<file path="src/rtl/seq_detect_fsm_if.sv">
// Serial-bit and match-status bundle for seq_detect_fsm.
// The state width tracks PAT_W the same way the detector does.
interface seq_detect_fsm_if #(
  parameter int PAT_W = 4,
  parameter int CNT_W = 8
);
  localparam int SW = (PAT_W > 1) ? $clog2(PAT_W) : 1;

  logic             en;
  logic             clear;
  logic             X;
  logic             Y;
  logic             Y_q;
  logic [SW-1:0]    state;
  logic [CNT_W-1:0] match_count;
  logic             count_sat;

  modport master (
    output en, clear, X,
    input  Y, Y_q, state, match_count, count_sat
  );

  modport slave (
    input  en, clear, X,
    output Y, Y_q, state, match_count, count_sat
  );
endinterface

</file>
<file path="src/rtl/seq_detect_fsm.sv">
// Parametrised Mealy sequence detector with KMP fallback, built from
// elaboration-time transition tables, plus a registered match flag and saturating counter.
module seq_detect_fsm #(
  parameter int               PAT_W   = 4,
  parameter logic [PAT_W-1:0] PATTERN = 4'b1011,
  parameter int               OVERLAP = 1,
  parameter int               CNT_W   = 8
) (
  input  logic           clk,
  input  logic           reset,
  seq_detect_fsm_if.slave bus
);
  localparam int SW = (PAT_W > 1) ? $clog2(PAT_W) : 1;
  localparam int NS = 2 ** SW;

  typedef logic [SW-1:0] state_t;

  function automatic logic pat_bit(input int i);
    return 1'(PATTERN >> i);
  endfunction

  // Longest suffix of (prefix of length s, then x) that is a proper prefix of PATTERN.
  // A full match falls back to the longest border, or to 0 without overlap.
  function automatic int kmp_next(input int s, input logic x);
    int   kmax;
    int   p;
    logic ok;
    logic b;
    if (s >= PAT_W) return 0;
    if ((s == PAT_W - 1) && (x == pat_bit(0)) && (OVERLAP == 0)) return 0;
    kmax = (s + 1 < PAT_W - 1) ? s + 1 : PAT_W - 1;
    for (int k = kmax; k > 0; k--) begin
      ok = 1'b1;
      for (int j = 0; j < k; j++) begin
        p = s + 1 - k + j;
        b = (p == s) ? x : pat_bit(PAT_W - 1 - p);
        if (b != pat_bit(PAT_W - 1 - j)) ok = 1'b0;
      end
      if (ok) return k;
    end
    return 0;
  endfunction

  state_t w_next_tbl [NS][2];

  // Codes at or beyond PAT_W are unreachable; they map back to 0.
  genvar gi;
  generate
    for (gi = 0; gi < NS; gi++) begin : g_tbl
      localparam state_t N0 = state_t'(kmp_next(gi, 1'b0));
      localparam state_t N1 = state_t'(kmp_next(gi, 1'b1));
      assign w_next_tbl[gi][0] = N0;
      assign w_next_tbl[gi][1] = N1;
    end
  endgenerate

  state_t           r_state;
  logic             r_yq;
  logic [CNT_W-1:0] r_cnt;
  logic             r_sat;

  state_t           w_state_next;
  logic             w_yq_next;
  logic [CNT_W-1:0] w_cnt_next;
  logic             w_sat_next;
  logic             w_y;

  assign w_y = bus.en & ~bus.clear & (r_state == state_t'(PAT_W - 1)) & (bus.X == pat_bit(0));

  always_ff @(posedge clk or negedge reset) begin
    if (!reset) begin
      r_state <= '0;
      r_yq    <= 1'b0;
      r_cnt   <= '0;
      r_sat   <= 1'b0;
    end else begin
      r_state <= w_state_next;
      r_yq    <= w_yq_next;
      r_cnt   <= w_cnt_next;
      r_sat   <= w_sat_next;
    end
  end

  always_comb begin
    w_state_next = r_state;
    w_yq_next    = 1'b0;
    w_cnt_next   = r_cnt;
    w_sat_next   = r_sat;
    if (bus.clear) begin
      w_state_next = '0;
      w_cnt_next   = '0;
      w_sat_next   = 1'b0;
    end else if (bus.en) begin
      w_state_next = w_next_tbl[r_state][bus.X];
      w_yq_next    = w_y;
      if (w_y && !r_sat) begin
        w_cnt_next = r_cnt + CNT_W'(1);
        w_sat_next = &w_cnt_next;
      end
    end
  end

  assign bus.Y           = w_y;
  assign bus.Y_q         = r_yq;
  assign bus.state       = r_state;
  assign bus.match_count = r_cnt;
  assign bus.count_sat   = r_sat;
endmodule

</file>
<file path="src/flat_wrapper.sv">
// flat-port wrapper written by rule: the top's interface ports become plain ports
module seq_detect_fsm_flat 
#(
  parameter int               PAT_W   = 4,
  parameter logic [PAT_W-1:0] PATTERN = 4'b1011,
  parameter int               OVERLAP = 1,
  parameter int               CNT_W   = 8
)
  (clk, reset, bus_en, bus_clear, bus_X, bus_Y, bus_Y_q, bus_state, bus_match_count, bus_count_sat);
  seq_detect_fsm_if #(.PAT_W(PAT_W), .CNT_W(CNT_W)) bus_i ();
  input  logic clk;
  input  logic reset;
  input wire logic [$bits(bus_i.en)-1:0] bus_en;
  input wire logic [$bits(bus_i.clear)-1:0] bus_clear;
  input wire logic [$bits(bus_i.X)-1:0] bus_X;
  output wire logic [$bits(bus_i.Y)-1:0] bus_Y;
  output wire logic [$bits(bus_i.Y_q)-1:0] bus_Y_q;
  output wire logic [$bits(bus_i.state)-1:0] bus_state;
  output wire logic [$bits(bus_i.match_count)-1:0] bus_match_count;
  output wire logic [$bits(bus_i.count_sat)-1:0] bus_count_sat;
  assign bus_i.en = bus_en;
  assign bus_i.clear = bus_clear;
  assign bus_i.X = bus_X;
  assign bus_Y = bus_i.Y;
  assign bus_Y_q = bus_i.Y_q;
  assign bus_state = bus_i.state;
  assign bus_match_count = bus_i.match_count;
  assign bus_count_sat = bus_i.count_sat;
  seq_detect_fsm #(.PAT_W(PAT_W), .PATTERN(PATTERN), .OVERLAP(OVERLAP), .CNT_W(CNT_W)) u_core (.clk(clk), .reset(reset), .bus(bus_i));
endmodule
</file>
<file path="config.mk">
export PLATFORM = sky130hd
export DESIGN_NAME = seq_detect_fsm_flat
export DESIGN_NICKNAME = d
export VERILOG_FILES = /design/src/rtl/seq_detect_fsm_if.sv /design/src/rtl/seq_detect_fsm.sv /design/src/flat_wrapper.sv
export SDC_FILE = /design/constraint.sdc
export NUM_CORES = 1
export LEC_CHECK = 0
export BUFFER_PORTS_ARGS = -buffer_cell sky130_fd_sc_hd__buf_2
export CAP_MARGIN = 20
export CORE_ASPECT_RATIO = 0.6
export CORE_MARGIN = 2
export CORE_UTILIZATION = 30
export CTS_BUF_LIST = sky130_fd_sc_hd__clkbuf_16
export CTS_CLUSTER_SIZE = 24
export DETAILED_ROUTE_END_ITERATION = 6
export PLACE_DENSITY = 0.5
export SKIP_LAST_GASP = 1
export SLEW_MARGIN = 20
export SYNTH_ARGS = -nofsm -noshare
export SYNTH_HDL_FRONTEND = slang
export SYNTH_SLANG_ARGS = --single-unit
</file>
<file path="constraint.sdc">
create_clock -name clk -period 1.5 [get_ports clk]
set_clock_uncertainty 0.15 [all_clocks]
set_input_delay 0.225 -clock clk [delete_from_list [all_inputs] [get_ports clk]]
set_output_delay 0.225 -clock clk [all_outputs]
set_load 0.03 [all_outputs]
</file>
# After elaboration in Yosys (flattened, before gate mapping)
# Cells that the tools add are included.
# totals
reg_bits	12
latch_bits	0
mem_bits_rw	0
mem_bits_ro	0
mem_count	0
# classes
n_addsub	1
n_mul	0
div_mod_pow	0
n_lt_le_gt_ge	2
n_eq_ne	1
n_shift	0
muxes	16
n_bitwise	6
n_reduce_logical	6
# op_table
cell	n
8-bit two-way mux	3
2-bit two-way mux	5
8-bit by 1-bit adder with 8-bit output (second input constant)	1
4-bit binary-select mux with 2-bit select	1
4-bit two-way mux	2
8-bit AND reduction	1
1-bit two-way mux	5
2-bit nonzero test	2
1-bit bitwise AND	3
3-bit greater-or-equal comparator (second input constant)	1
2-bit NOT with 3-bit output	1
2-bit equality test (second input constant)	1
2-bit greater-or-equal comparator (second input constant)	1
1-bit NOT with 2-bit output	1
2-bit AND reduction	1
1-bit logical AND	1
1-bit zero test	1
1-bit NOT	1

# Depth between registers and ports, before layout
# depth
depth_word	9
ltp_mapped	5
mapped_depth_nobuf	5

# Worst setup path before layout
# OpenSTA, ideal clock, no wires.
# synth_timing
path_kind	reg-to-reg
startpoint	reg u_core.r_state[0] (netlist: u_core.bus.state[0])
endpoint	reg u_core.r_sat (netlist: u_core.bus.count_sat)
setup_ps	101
t_arrival_ps	1665
t_required_ps	1249
slack_ps	-415
stages_incl_launch_ff	5
path_buffers	0
cell_sequence	dfrtp_1 -> nand4_4 -> nor2_1 -> nand4_1 -> o32ai_1
# synth_between
elab_chain_len	6
# synth_rtl
element	line	text
start: declaration	seq_detect_fsm.sv:57	state_t r_state;
start signal: assignment	seq_detect_fsm.sv:77	r_state <= w_state_next;
2-bit equality test	seq_detect_fsm.sv:68	assign w_y = bus.en & ~bus.clear & (r_state == state_t'(PAT_W - 1)) & (bus.X == pat_bit(0));
1-bit bitwise AND (2 in a row)	seq_detect_fsm.sv:68	
named net bus_Y	flat_wrapper.sv:16	output wire logic [$bits(bus_i.Y)-1:0] bus_Y;
1-bit logical AND	seq_detect_fsm.sv:96	if (w_y && !r_sat) begin
2-bit nonzero test (no line)	--	
2-bit AND reduction (no line)	--	
end signal: assignment	seq_detect_fsm.sv:80	r_sat <= w_sat_next;
end: declaration	seq_detect_fsm.sv:60	logic r_sat;
# The timed path passes the listed nets, and every way through them passes these cells.
# A chain may end at the register's enable or synchronous reset.

# Worst setup path in the final report
# layout_timing
startpoint	reg u_core.r_sat (netlist: u_core.bus.count_sat)
endpoint	reg u_core.r_sat (netlist: u_core.bus.count_sat)
# layout_between
elab_chain_len	4
# layout_rtl
element	line
1-bit zero test	seq_detect_fsm.sv:96
1-bit logical AND	seq_detect_fsm.sv:96
2-bit nonzero test (no line)	--
2-bit AND reduction (no line)	--
# No other way between the ends.

==> results.toml <==
[placed_design]
io_buffers = 17
place_congestion = 0.729
placed_cells = 110
place_hpwl_um = 1040

[sta]
setup-violations-final = 0
worst_pin_slew_ns = 0.306
rsz0062_at_grt = "true"
hold_ws_ns = 0.147
finalHoldViolCount = 0
period_minus_slack_ns = 1.45
finalMaxSlewViolations = 0
fmax_mhz = 688
period_share_pct = 96.9
slew-limit-headroom_pct = 79.6

[synth]
ys_ff_latch = 12
syn_nets = 72
synth_top_cell_by_area = "dfrtp_1"
ys.flop_type = "dfrtp_1"
synthTopCellsByCount = "15 x nor2_1, 12 x dfrtp_1, 10 x xnor2_1"
synth_area_um2 = 672
avgSynthCellArea_um2 = 10.3
synth.area.top_cells = "dfrtp_1 45%, xnor2_1 13%, nor2_1 8.4%"
yosys.area.top_type_share_pct = 44.7
ys.warnings.count = 0
async_flop_share_pct = 100
synth_edf_count = 0
ys_types = 24
syn_inst = 65
yosysMostFrequentCell = "nor2_1"
synth_seq_area_share_pct = 44.7

[drt]
final_antenna_net_count = 0
drc = 0
vias = 548
wl_um = 1540
first_iter_violations = 20
viasPerCell = 4.64
drtPass1Iterations = 4
drt-wirelength-per-cell_um = 13.0

[final_layout]
drive_gt1_share_pct = 48.9
fin_nets = 96
area_growth_pct = 48.4
finalNonFillerCells = 118
num_antenna_cells = 0

[floorplan]
start_util_pct = 31.3
rows = 13
core_mm2 = 0.00215
die_w_um = 65.1
fp.dieH_um = 40.7
ios = 18
dieArea_mm2 = 0.00265

[clock_network]
clkSinkCount = 12
cts_tree = "done"
htree_num_levels = 1
clock_latency_ns = 0.24
ctsRootBufferMaster = "clkbuf_16"
clock_path_buffers = 2
cts_buffers = 3
path_clk_slew_ns = 0.04

[min_path]
min_path_type = "input port to flip-flop"

[worst_setup_path]
worstPathArrival_ns = 1.45
cpPeakStageDelay_ns = 0.51
crit_type = "flip-flop to flip-flop"
cp-start-kind = "flip-flop"
cp-end-kind = "flip-flop"
critPathMaxFanout = 9
crit_path_cell_trace = "inv_1, and4_1, nand4_1, o32ai_2"
cp.required_ns = 1.49
crit_slowest_cell = "dfrtp_2"

[global_route]
grt_max_degree = 14
grt_overflow = 0
antenna_found_initial = 0
grt_pass1_wl_um = 2500
first_global_vias = 522
globalRouteTotalUtil_pct = 13.7

[power_and_ir_drop]
peakVddDrop_v = 0.000676
power_density_mw_per_mm2 = 856
p_total_mw = 0.853
power.leakage_nw = 0.402

[status]
status = "completed"

[run]
max_cap_viol_count = 0
==> per-layer routing <==
| metal | part of all wire (%) | vias up | GRT usage, % |
|---|---|---|---|
| li1 | - | 270 | - |
| met2 | 43 | 13 | 20.9 |
| met5 | 0 | - | 0 |
| met3 | 6.4 | 2 | 7.14 |
| met4 | 0.52 | 0 | 3.13 |
| met1 | 50 | 263 | 17.5 |
==> registers in the layout (all words and copies together) (netlist names) <==
name	count
u_core.bus.state	2
u_core.bus.count_sat	1
u_core.bus.Y_q	1
u_core.bus.match_count	8
==> where the power goes <==
part | leakage (nW) | internal, mW | switching [mW]
clock | 0.0423 | 0.350 | 0.136
combinational | 0.205 | 0.0112 | 0.0248
sequential | 0.155 | 0.328 | 0.00323
total | 0.402 | 0.689 | 0.164
==> cell families (layout without fill, tap and decap cells) <==
logic type / count (synthesis) / after routing / synth area share, %
buf+inv: 5 / 28 / 2.98
compound gates: 4 / 4 / 3.91
mux: 1 / 1 / 1.49
simple gates: 30 / 30 / 28.9
fa+ha+maj: 2 / 2 / 3.72
flops: 12 / 12 / 44.7
xor+xnor: 11 / 11 / 14.3
==> stage by stage <==
stage | setup TNS, ns | util, % | worst slack [ns] | area, um2
after floorplan | 0 | - | 0.0130 | 698
after global placement | 0 | 37.8 | 0.0292 | 812
after detailed placement | 0 | 37.8 | 0.0349 | 812
after CTS | 0 | 42.7 | 0.00770 | 916
after global routing | -0.0615 | 46.4 | -0.0347 | 997
final | 0 | 46.4 | 0.0472 | 997
==> path summary, 6_finish.rpt <==
check / startpoint / endpoint / slack, ns / cells after the start
min in group asynchronous: reset / u_core.bus.Y_q / 0.25 / 2
min: bus_X / u_core.bus.state[0] / 0.15 / 3
min reg2reg: u_core.bus.state[1] / u_core.bus.state[1] / 0.42 / 2
max in group asynchronous: reset / u_core.bus.count_sat / 0.71 / 2
max: u_core.bus.count_sat / u_core.bus.count_sat / 0.05 / 4
max reg2reg: u_core.bus.count_sat / u_core.bus.count_sat / 0.05 / 4
==> critical path: cells and delay by family (launching register included) <==
| family | cells | cell delay [ns] |
|---|---|---|
| buf+inv | 1 | 0.12 |
| compound gates | 1 | 0.26 |
| flops | 1 | 0.51 |
| simple gates | 2 | 0.31 |
==> cell type report <==
type / count / area (um2)
sequential: 12 / 309
clock buffer: 3 / 75.1
tap: 30 / 37.5
timing repair buffer: 21 / 131
clock inverter: 1 / 3.75
multi-input combinational: 48 / 429
fill: 220 / 1150
inverter: 3 / 11.3
==> what timing repair did <==
action / in CTS / in global routing
hold buffers: 1 / 0
setup endpoints to repair: 1 / 8
gates resized for setup: 0 / 16
endpoints found under the hold margin: 12 / 0
setup buffers: 2 / 1
pin swaps: 1 / 4
==> cell usage in the layout (no fill, tap or decap), types with 2 or more instances in the layout <==
cell type and n:
nor4_4 3, nand4_1 2, nor2_1 14, dfrtp_2 7
buf_2 16, clkbuf_16 3, inv_1 3, dfrtp_1 5
buf_6 3, xnor2_1 10
Note: power is estimated with default switching activity, not from simulation.
